## config.mk

```make
export PLATFORM = sky130hd
export DESIGN_NAME = key_led_ctrl
export DESIGN_NICKNAME = d
export VERILOG_FILES = /design/src/rtl/key_led_ctrl.sv
export SDC_FILE = /design/constraint.sdc
export NUM_CORES = 1
export LEC_CHECK = 0
export CAP_MARGIN = 20
export CORE_MARGIN = 8
export CORE_UTILIZATION = 25
export DETAILED_ROUTE_END_ITERATION = 16
export MAX_ROUTING_LAYER = met4
export PLACE_DENSITY = 0.43
export SLEW_MARGIN = 25
export SYNTH_ARGS = -nofsm -noshare
export SYNTH_HDL_FRONTEND = slang
export SYNTH_SLANG_ARGS = --single-unit
export TNS_END_PERCENT = 20
```

## constraint.sdc

```tcl
create_clock -name clk -period 6.2 [get_ports clk]
set_clock_uncertainty 0.1 [all_clocks]
set_input_delay 1.24 -clock clk [delete_from_list [all_inputs] [get_ports clk]]
set_output_delay 1.24 -clock clk [all_outputs]
set_load 0.02 [all_outputs]
```

## src/rtl/key_led_ctrl.sv

```systemverilog
// Multi-key debouncer with press/release/long-press pulses, driving a LED
// pattern engine (rotate right/left, ping-pong, blink) with speed and pause.
module key_led_ctrl #(
  parameter int DEBOUNCE_CYC = 1_000_000,
  parameter int LONG_CYC     = 100_000_000,
  parameter int STEP_BASE    = 25_000_000,
  parameter int NUM_KEYS     = 4,
  parameter int LED_W        = 4
) (
  input  logic                clk,
  input  logic                rst,
  input  logic [NUM_KEYS-1:0] key,
  output logic [NUM_KEYS-1:0] key_level,
  output logic [NUM_KEYS-1:0] key_press,
  output logic [NUM_KEYS-1:0] key_release,
  output logic [NUM_KEYS-1:0] key_long,
  output logic [LED_W-1:0]    led,
  output logic [1:0]          mode,
  output logic [1:0]          speed,
  output logic                paused
);

  localparam int DB_W   = (DEBOUNCE_CYC > 1) ? $clog2(DEBOUNCE_CYC) : 1;
  localparam int HOLD_W = (LONG_CYC > 2) ? $clog2(LONG_CYC) : 2;
  localparam int DIV_W  = $clog2(STEP_BASE);

  localparam logic [DB_W-1:0]   DB_MAX    = DB_W'(DEBOUNCE_CYC - 1);
  localparam logic [HOLD_W-1:0] HOLD_MAX  = HOLD_W'(LONG_CYC - 1);
  localparam logic [HOLD_W-1:0] HOLD_FIRE = HOLD_W'(LONG_CYC - 2);

  localparam logic [1:0] MODE_ROR   = 2'd0;
  localparam logic [1:0] MODE_ROL   = 2'd1;
  localparam logic [1:0] MODE_PING  = 2'd2;
  localparam logic [1:0] MODE_BLINK = 2'd3;

  localparam logic DIR_UP = 1'b1;
  localparam logic DIR_DN = 1'b0;

  logic [NUM_KEYS-1:0]             sync1_q, sync1_d, sync2_q, sync2_d;
  logic [NUM_KEYS-1:0]             level_q, level_d;
  logic [NUM_KEYS-1:0]             press_q, press_d, release_q, release_d;
  logic [NUM_KEYS-1:0]             long_q, long_d;
  logic [NUM_KEYS-1:0][DB_W-1:0]   db_cnt_q, db_cnt_d;
  logic [NUM_KEYS-1:0][HOLD_W-1:0] hold_q, hold_d;

  logic [LED_W-1:0] led_q, led_d;
  logic [1:0]       mode_q, mode_d, speed_q, speed_d;
  logic             paused_q, paused_d, dir_q, dir_d;
  logic [DIV_W-1:0] div_q, div_d, div_term;
  logic             step, reinit, div_clr;

  // The counter compares the incoming sample (sync1) with the one before it
  // (sync2), so key_level moves DEBOUNCE_CYC+2 edges after the pin settles.
  always_comb begin
    sync1_d   = key;
    sync2_d   = sync1_q;
    db_cnt_d  = db_cnt_q;
    hold_d    = hold_q;
    level_d   = level_q;
    press_d   = '0;
    release_d = '0;
    long_d    = '0;
    for (int unsigned i = 0; i < NUM_KEYS; i++) begin
      if (sync1_q[i] != sync2_q[i]) begin
        db_cnt_d[i] = '0;
      end else if (db_cnt_q[i] != DB_MAX) begin
        db_cnt_d[i] = db_cnt_q[i] + 1'b1;
      end
      if ((db_cnt_q[i] == DB_MAX) && (sync2_q[i] != level_q[i])) begin
        level_d[i]   = sync2_q[i];
        press_d[i]   = ~sync2_q[i];
        release_d[i] = sync2_q[i];
      end
      if (level_q[i]) begin
        hold_d[i] = '0;
      end else if (hold_q[i] != HOLD_MAX) begin
        hold_d[i] = hold_q[i] + 1'b1;
      end
      long_d[i] = ~level_q[i] & (hold_q[i] == HOLD_FIRE);
    end
  end

  always_comb begin
    div_term = DIV_W'((STEP_BASE >> speed_q) - 1);
  end

  always_comb begin
    mode_d   = mode_q;
    speed_d  = speed_q;
    paused_d = paused_q;
    led_d    = led_q;
    dir_d    = dir_q;
    div_d    = div_q;
    reinit   = 1'b0;
    div_clr  = 1'b0;
    step     = ~paused_q & (div_q == div_term);

    if (long_q[3]) begin
      mode_d   = MODE_ROR;
      speed_d  = '0;
      paused_d = 1'b0;
      reinit   = 1'b1;
      div_clr  = 1'b1;
    end else begin
      if (press_q[0]) begin
        mode_d  = mode_q + 2'd1;
        reinit  = 1'b1;
        div_clr = 1'b1;
      end
      if (press_q[1]) begin
        speed_d = speed_q + 2'd1;
        div_clr = 1'b1;
      end
      if (press_q[2]) begin
        paused_d = ~paused_q;
      end
    end

    if (div_clr) begin
      div_d = '0;
    end else if (!paused_q) begin
      div_d = step ? '0 : div_q + 1'b1;
    end

    // A reinit takes precedence over a step landing on the same edge.
    if (reinit) begin
      dir_d = DIR_UP;
      led_d = (mode_d == MODE_BLINK) ? '1 : LED_W'(1);
    end else if (step) begin
      case (mode_q)
        MODE_ROR: led_d = {led_q[0], led_q[LED_W-1:1]};
        MODE_ROL: led_d = {led_q[LED_W-2:0], led_q[LED_W-1]};
        MODE_PING: begin
          if (dir_q == DIR_UP) begin
            led_d = led_q << 1;
            if (led_d[LED_W-1]) dir_d = DIR_DN;
          end else begin
            led_d = led_q >> 1;
            if (led_d[0]) dir_d = DIR_UP;
          end
        end
        default: led_d = ~led_q;
      endcase
    end
  end

  always_ff @(posedge clk) begin
    if (rst) begin
      sync1_q   <= '1;
      sync2_q   <= '1;
      level_q   <= '1;
      press_q   <= '0;
      release_q <= '0;
      long_q    <= '0;
      db_cnt_q  <= '0;
      hold_q    <= '0;
      led_q     <= LED_W'(1);
      mode_q    <= MODE_ROR;
      speed_q   <= '0;
      paused_q  <= 1'b0;
      dir_q     <= DIR_UP;
      div_q     <= '0;
    end else begin
      sync1_q   <= sync1_d;
      sync2_q   <= sync2_d;
      level_q   <= level_d;
      press_q   <= press_d;
      release_q <= release_d;
      long_q    <= long_d;
      db_cnt_q  <= db_cnt_d;
      hold_q    <= hold_d;
      led_q     <= led_d;
      mode_q    <= mode_d;
      speed_q   <= speed_d;
      paused_q  <= paused_d;
      dir_q     <= dir_d;
      div_q     <= div_d;
    end
  end

  assign key_level   = level_q;
  assign key_press   = press_q;
  assign key_release = release_q;
  assign key_long    = long_q;
  assign led         = led_q;
  assign mode        = mode_q;
  assign speed       = speed_q;
  assign paused      = paused_q;

endmodule

```

==> qor.txt <==
deepest clock path buffer count: 3
post-synth top area share: 42.4%
Post-Syn Area per Cell: 8.55 um^2
post-DR vias/cell: 4.69
ANT cells: 0
Placer Congestion: 0.739
Adder-Cell Fraction of Synth Area: 2.58%
Final nets: 1,410
Post-synth EDFFs: 0
final WL: 26.6 mm
wire per inst: 13.3 um
Chip Width: 232 um
CP peak stage delay: 0.76 ns
GRT overflow: 0
fin. max-slew vios: 0
CP top delay family: buffers and inverters
num rows: 79
Port Buffers: 30
Lkg Pwr: 4.20 nW
largest net degree at the start of global routing: 38
Least-Margin Pin Slew: 0.863 ns
Mapped Area: 0.0117 mm^2
via count: 9,412
Final Util: 29.3%
Peak VDD IR: 0.211 mV
CTS tree: yes
Max Cap Viol: 0
tightest hold margin: 0.354 ns
DR iter-0 viols: 421
Max-slew headroom: 42.0%
largest cells by area after synthesis: dfxtp_1, xnor2_1, nor2_1
HP Class: flip-flop to flip-flop
leading area contributor after synthesis: dfxtp_1
DRT antenna net count: 0
post-synthesis simple-gate area fraction: 31.7%
commonest cells after routing, fill and taps aside: dfxtp_1, nor2_1, xnor2_1
TritonCTS buffer count: 30
run status: finished clean
unrepaired setup endpoints after global routing: no
crit share post-route: 54.5%
Final Hold Violating Endpoints: 0
sum of negative setup slack: 0 ns
largest family of logic cells by synthesized area: simple AND/OR/NAND/NOR gates
Post-synth ARST share: 0%
Synth Instances: 1,363
die area: 0.0538 mm^2
required time of the critical path: 4.86 ns
buffer count from post-CTS setup fixing: 0
slowest cell on the critical path: clkdlybuf4s50_1
drt pass-1 iters: 4
post-route insts no fill: 2,008
post-synthesis sequential area ratio: 42.4%
startpoint type of the worst setup path: flip-flop
PostCTS Resize Cnt: 0
critical path cell sequence: clkdlybuf4s50_1
pwr dens: 251 mW/mm^2
CP bufs+invs: 1
Layout Area Growth over Synthesis: 16.2%
crit path kind: flip-flop to output port
IO Pins: 31
DR DRC count: 0
initial antenna violation count: 0
synth unique cells: 63
dpl cells: 1,955
Tmin final: 3.38 ns
Compound-Gate Fraction of Synth Area: 8.28%
clk slew on worst S/H paths: 0.06 ns
fmax: 296 MHz
Worst setup EP type: output port
most common cell after layout, fill and taps aside: dfxtp_1
Synth Area in XOR/XNOR: 11.4%
Clk Latency, worst-skew pair: 0.56 ns
vias in the first global route: 8,756
Setup-failing EPs final: 0
global-route wire length before repair: 44.4 mm
YS warnings: 0
# hold bufs at CTS: 0
Syn Nets: 1,393
root buffer cell: clkbuf_16
Filler cells: 4,905
core area: 0.0463 mm^2
Worst EP arrival: 2.04 ns
# H-tree levels: 1
share of cells above drive strength 1: 5.07%
Post-DP HPWL: 18.0 mm
post-synthesis mux area share: 0.698%
Die Ht: 232 um
GRT Overall Usage: 9.93%
Starting Density: 25.2%
CP max FO: 13
top_reg_cell synth: dfxtp_1
Yosys reg bits: 247
TritonCTS Sinks: 247
-- cells by family (layout without fill, tap and decap cells) --
| family | count (synthesis) | count (layout) |
|---|---|---|
| adder cells (fa/ha/maj) | 24 | 24 |
| XOR/XNOR | 152 | 152 |
| multiplexers | 8 | 8 |
| flip-flops | 247 | 247 |
| buffers and inverters | 84 | 122 |
| AND/OR/NAND/NOR | 689 | 689 |
| AO/OA/AOI/OAI | 159 | 159 |
-- synthesized netlist by cell type, drive strengths merged (4+ instances only) --
library cell,instances
dfxtp,247
nor2,190
xnor2,84
nand2,76
nand3,72
xor2,68
nor3,60
o21ai,52
nand4,50
a21oi,46
nor4,43
or3,38
inv,37
clkbuf,36
and3,31
and4,27
ha,24
or2,15
nor2b,12
o31ai,12
a31oi,11
buf,11
or4,11
and2,10
nand2b,10
nor4b,10
mux2i,7
nor3b,7
o211ai,7
and3b,6
and4b,6
a211oi,4
nand3b,4
o2111ai,4
o311ai,4
o41ai,4
-- state kept, by name, summed over array words and instances (netlist names) --
name and flops:
hold_q 108, db_cnt_q 80, div_q 25, key_level 4, key_long 4, key_press 4, key_release 4, led 4
sync1_q 4, sync2_q 4, mode 2, speed 2, dir_q 1, paused 1
-- path summary, 6_finish.rpt --
path / endpoint / cells past startpoint / slack, ns / start
setup / recovery: key_long[3] / 1 / 2.82 / key_long[3]$_SDFF_PP0_
hold / removal: db_cnt_q[45]$_SDFFE_PP0P_ / 1 / 0.35 / db_cnt_q[45]$_SDFFE_PP0P_
setup reg to reg: div_q[1]$_SDFFE_PP0N_ / 7 / 3.53 / speed[0]$_SDFFE_PP0P_
hold reg to reg: db_cnt_q[45]$_SDFFE_PP0P_ / 1 / 0.35 / db_cnt_q[45]$_SDFFE_PP0P_
-- through the flow --
| stage | total power (W) | setup WS, ns | area, um^2 |
|---|---|---|---|
| floorplan | 0.00167 | 3.67 | 11700 |
| global placement | 0.00169 | 3.04 | 12500 |
| detailed placement | 0.00169 | 2.93 | 12500 |
| CTS | 0.00348 | 2.74 | 13500 |
| global route | 0.00354 | 2.70 | 13500 |
| finish | 0.00341 | 2.82 | 13500 |
-- routing by layer --
| metal | track usage [%] | share of wire [%] | wire length [um] |
|---|---|---|---|
| met1 | 13.2 | 51 | 13500 |
| met3 | 2.42 | 4.2 | 1110 |
| met5 | - | 0 | 0 |
| met4 | 2.83 | 2.4 | 641 |
| met2 | 14.9 | 43 | 11400 |
-- cell type report --
type / instances / area (um^2) / area share (%)
timing repair buffer: 32 / 310 / 2.29
sequential: 247 / 4940 / 36.5
inverter: 37 / 139 / 1.03
clock buffer: 42 / 836 / 6.17
multi-input combinational: 1032 / 6410 / 47.3
tap: 607 / 759 / 5.61
clock inverter: 11 / 145 / 1.07
-- where the power goes --
part           total (W)  switching, W  internal, W
Clock            0.00175      0.000694      0.00106
Combinational  0.0000459     0.0000302    0.0000157
Sequential       0.00161     0.0000101      0.00160
Total            0.00341      0.000734      0.00267
Note: power is estimated with default switching activity, not from simulation.
==> RTL change (same flow settings) <==
The output `key_release` loses its register stage (`release_q` becomes a continuous assignment).
--- a/src/rtl/key_led_ctrl.sv
+++ b/src/rtl/key_led_ctrl.sv
@@ -151,5 +151,4 @@
       level_q   <= '1;
       press_q   <= '0;
-      release_q <= '0;
       long_q    <= '0;
       db_cnt_q  <= '0;
@@ -166,5 +165,4 @@
       level_q   <= level_d;
       press_q   <= press_d;
-      release_q <= release_d;
       long_q    <= long_d;
       db_cnt_q  <= db_cnt_d;
@@ -179,4 +177,6 @@
   end
 
+  assign release_q = release_d;
+
   assign key_level   = level_q;
   assign key_press   = press_q;
Behaviour: no difference found for any inputs over 10 cycles, from zero or initial values and one cycle with rst high; that may be too few to reach the edited logic, so the function may still have changed.
==> RTL change against the original RTL <==
- count of clock-buffer cells in the layout rose by 3
- sequential cell count fell by 4
- area after synthesis fell by 1.8%
- wire length fell by 3.5%
- non-clock buffer count rose by 2
- power rose by 1.5%
- largest power group unchanged
- largest cell class unchanged
- maximum frequency fell by 21%
- final area fell by 0.86%
- setup slack got worse by 0.91 ns
- register-to-register slack got worse by 0.37 ns
- combinational power rose by 4%
==> RTL change: results (changes against the original RTL) <==
status -> finished, final reports clean
worst hold path endpoint -> sync2_q[3]
Synth Area in Compound Gates -> 8.04% (-0.23 points)
Bufs on Longest Clock Path -> 3 (unchanged)
All-Layer GR Usage -> 9.72% (-0.21 points)
Placed Instances -> 1921 (-1.7%)
syn avg cell area -> 8.61 um2 (+0.74%)
Max Cap Viol -> 0 (unchanged)
RR Endpoint -> led[3]
cells taking the most area after synthesis -> dfxtp_1 (42%), xnor2_1 (6.5%), nor2_1 (6.2%)
Post-Synthesis Net Count -> 1359 (-2.4%)
Peak VDD IR -> 172 uV (-19%)
first-pass iteration count of the detailed router -> 5 (+1)
leak pwr -> 0.00421 uW (about the same)
layout cells sized above 1 -> 5.74% (+0.67 points)
Skew-Pair Late Insertion Delay -> 0.58 ns (+0.02 ns)
Critical Path RT -> 4.86 ns (about the same)
GPL Wtd Cong -> 0.753 (+1.9%)
hpwl dp -> 17400 um (-3.2%)
Cells on Worst Hold Path -> 1 (unchanged)
htree depth -> 1 (unchanged)
Detailed Route WL -> 25700 um (-3.5%)
Min Hold Slack -> 0.361 ns (+0.00666 ns)
Placed Instance Area -> 12400 um2 (-1.3%)
R2R cell count -> 6 (-1)
Post-Synth XOR/XNOR Area -> 12.3% (+0.89 points)
CP peak stage delay -> 0.63 ns (-0.13 ns)
number of DRC markers in iteration 0 -> 481 (+14%)
startpoint of the worst hold path -> sync1_q[3]
CP Max Fanout -> 14 (+1)
Synth Area in Adders -> 2.62% (+0.046 points)
Worst Max-Slew Pin Slew -> 0.967 ns (+0.104 ns)
r2r setup slk -> 3.16 ns (-0.37 ns)
CP endpoint -> key_release[3]
post-synthesis mux area share -> 0.831% (+0.13 points)
first-pass GRT wire length -> 43600 um (-1.8%)
vias -> 9251 (-1.7%)
vias in the first global route -> 8631 (-1.4%)
sequential share of the synthesized area -> 42.5% (+0.066 points)
worst slack at placement -> 2.52 ns (-0.408 ns)
post-synth cell types -> 57 (-9.5%)
Commonest cells post-synth -> dfxtp_1 (243), nor2_1 (189), xnor2_1 (85)
postcts setup bufs -> 0 (unchanged)
Final period util -> 69.1% (+15 points)
CP startpoint -> db_cnt_q[60]
Final Non-Filler Cells -> 1977 (-1.5%)
Crit path max-delay family -> simple AND/OR/NAND/NOR gates
largest net degree at the start of global routing -> 39 (+2.6%)
-- RTL change: cell types whose count changed in the layout (fill, tap and decap cells not counted), sizes merged, moves of 9 or more --
cell   unedited run  this run
o21ai            52        42
a21oi            46        36
inv              38        29
or3              38        28
o31ai            12         2
nor3             60        51
-- RTL change: layer usage --
metal	track usage, %	part of all wire (%)	vias to the layer above	wire, um
met5	-	0	-	0
met4	2.67	1.9	0	483
met3	1.66	3.4	35	875
met2	15.2	45	93	11500
met1	12.9	50	4332	12800
li1	-	-	4791	-
-- RTL change: area by class of cell --
class | count | area (um2)
diodes | 1 | 2.50
clock buffers | 45 | 887
clock inverters | 10 | 161
fillers | 4828 | 31900
inverters | 29 | 109
multi-input cells | 1015 | 6330
flip-flops and latches | 243 | 4860
well taps | 600 | 751
repair buffers | 34 | 325
-- RTL change: power breakdown --
| part | internal [uW] | total (uW) | switching [uW] |
|---|---|---|---|
| clock | 1150 | 1830 | 681 |
| combinational | 17.2 | 47.8 | 30.6 |
| sequential | 1570 | 1580 | 10.6 |
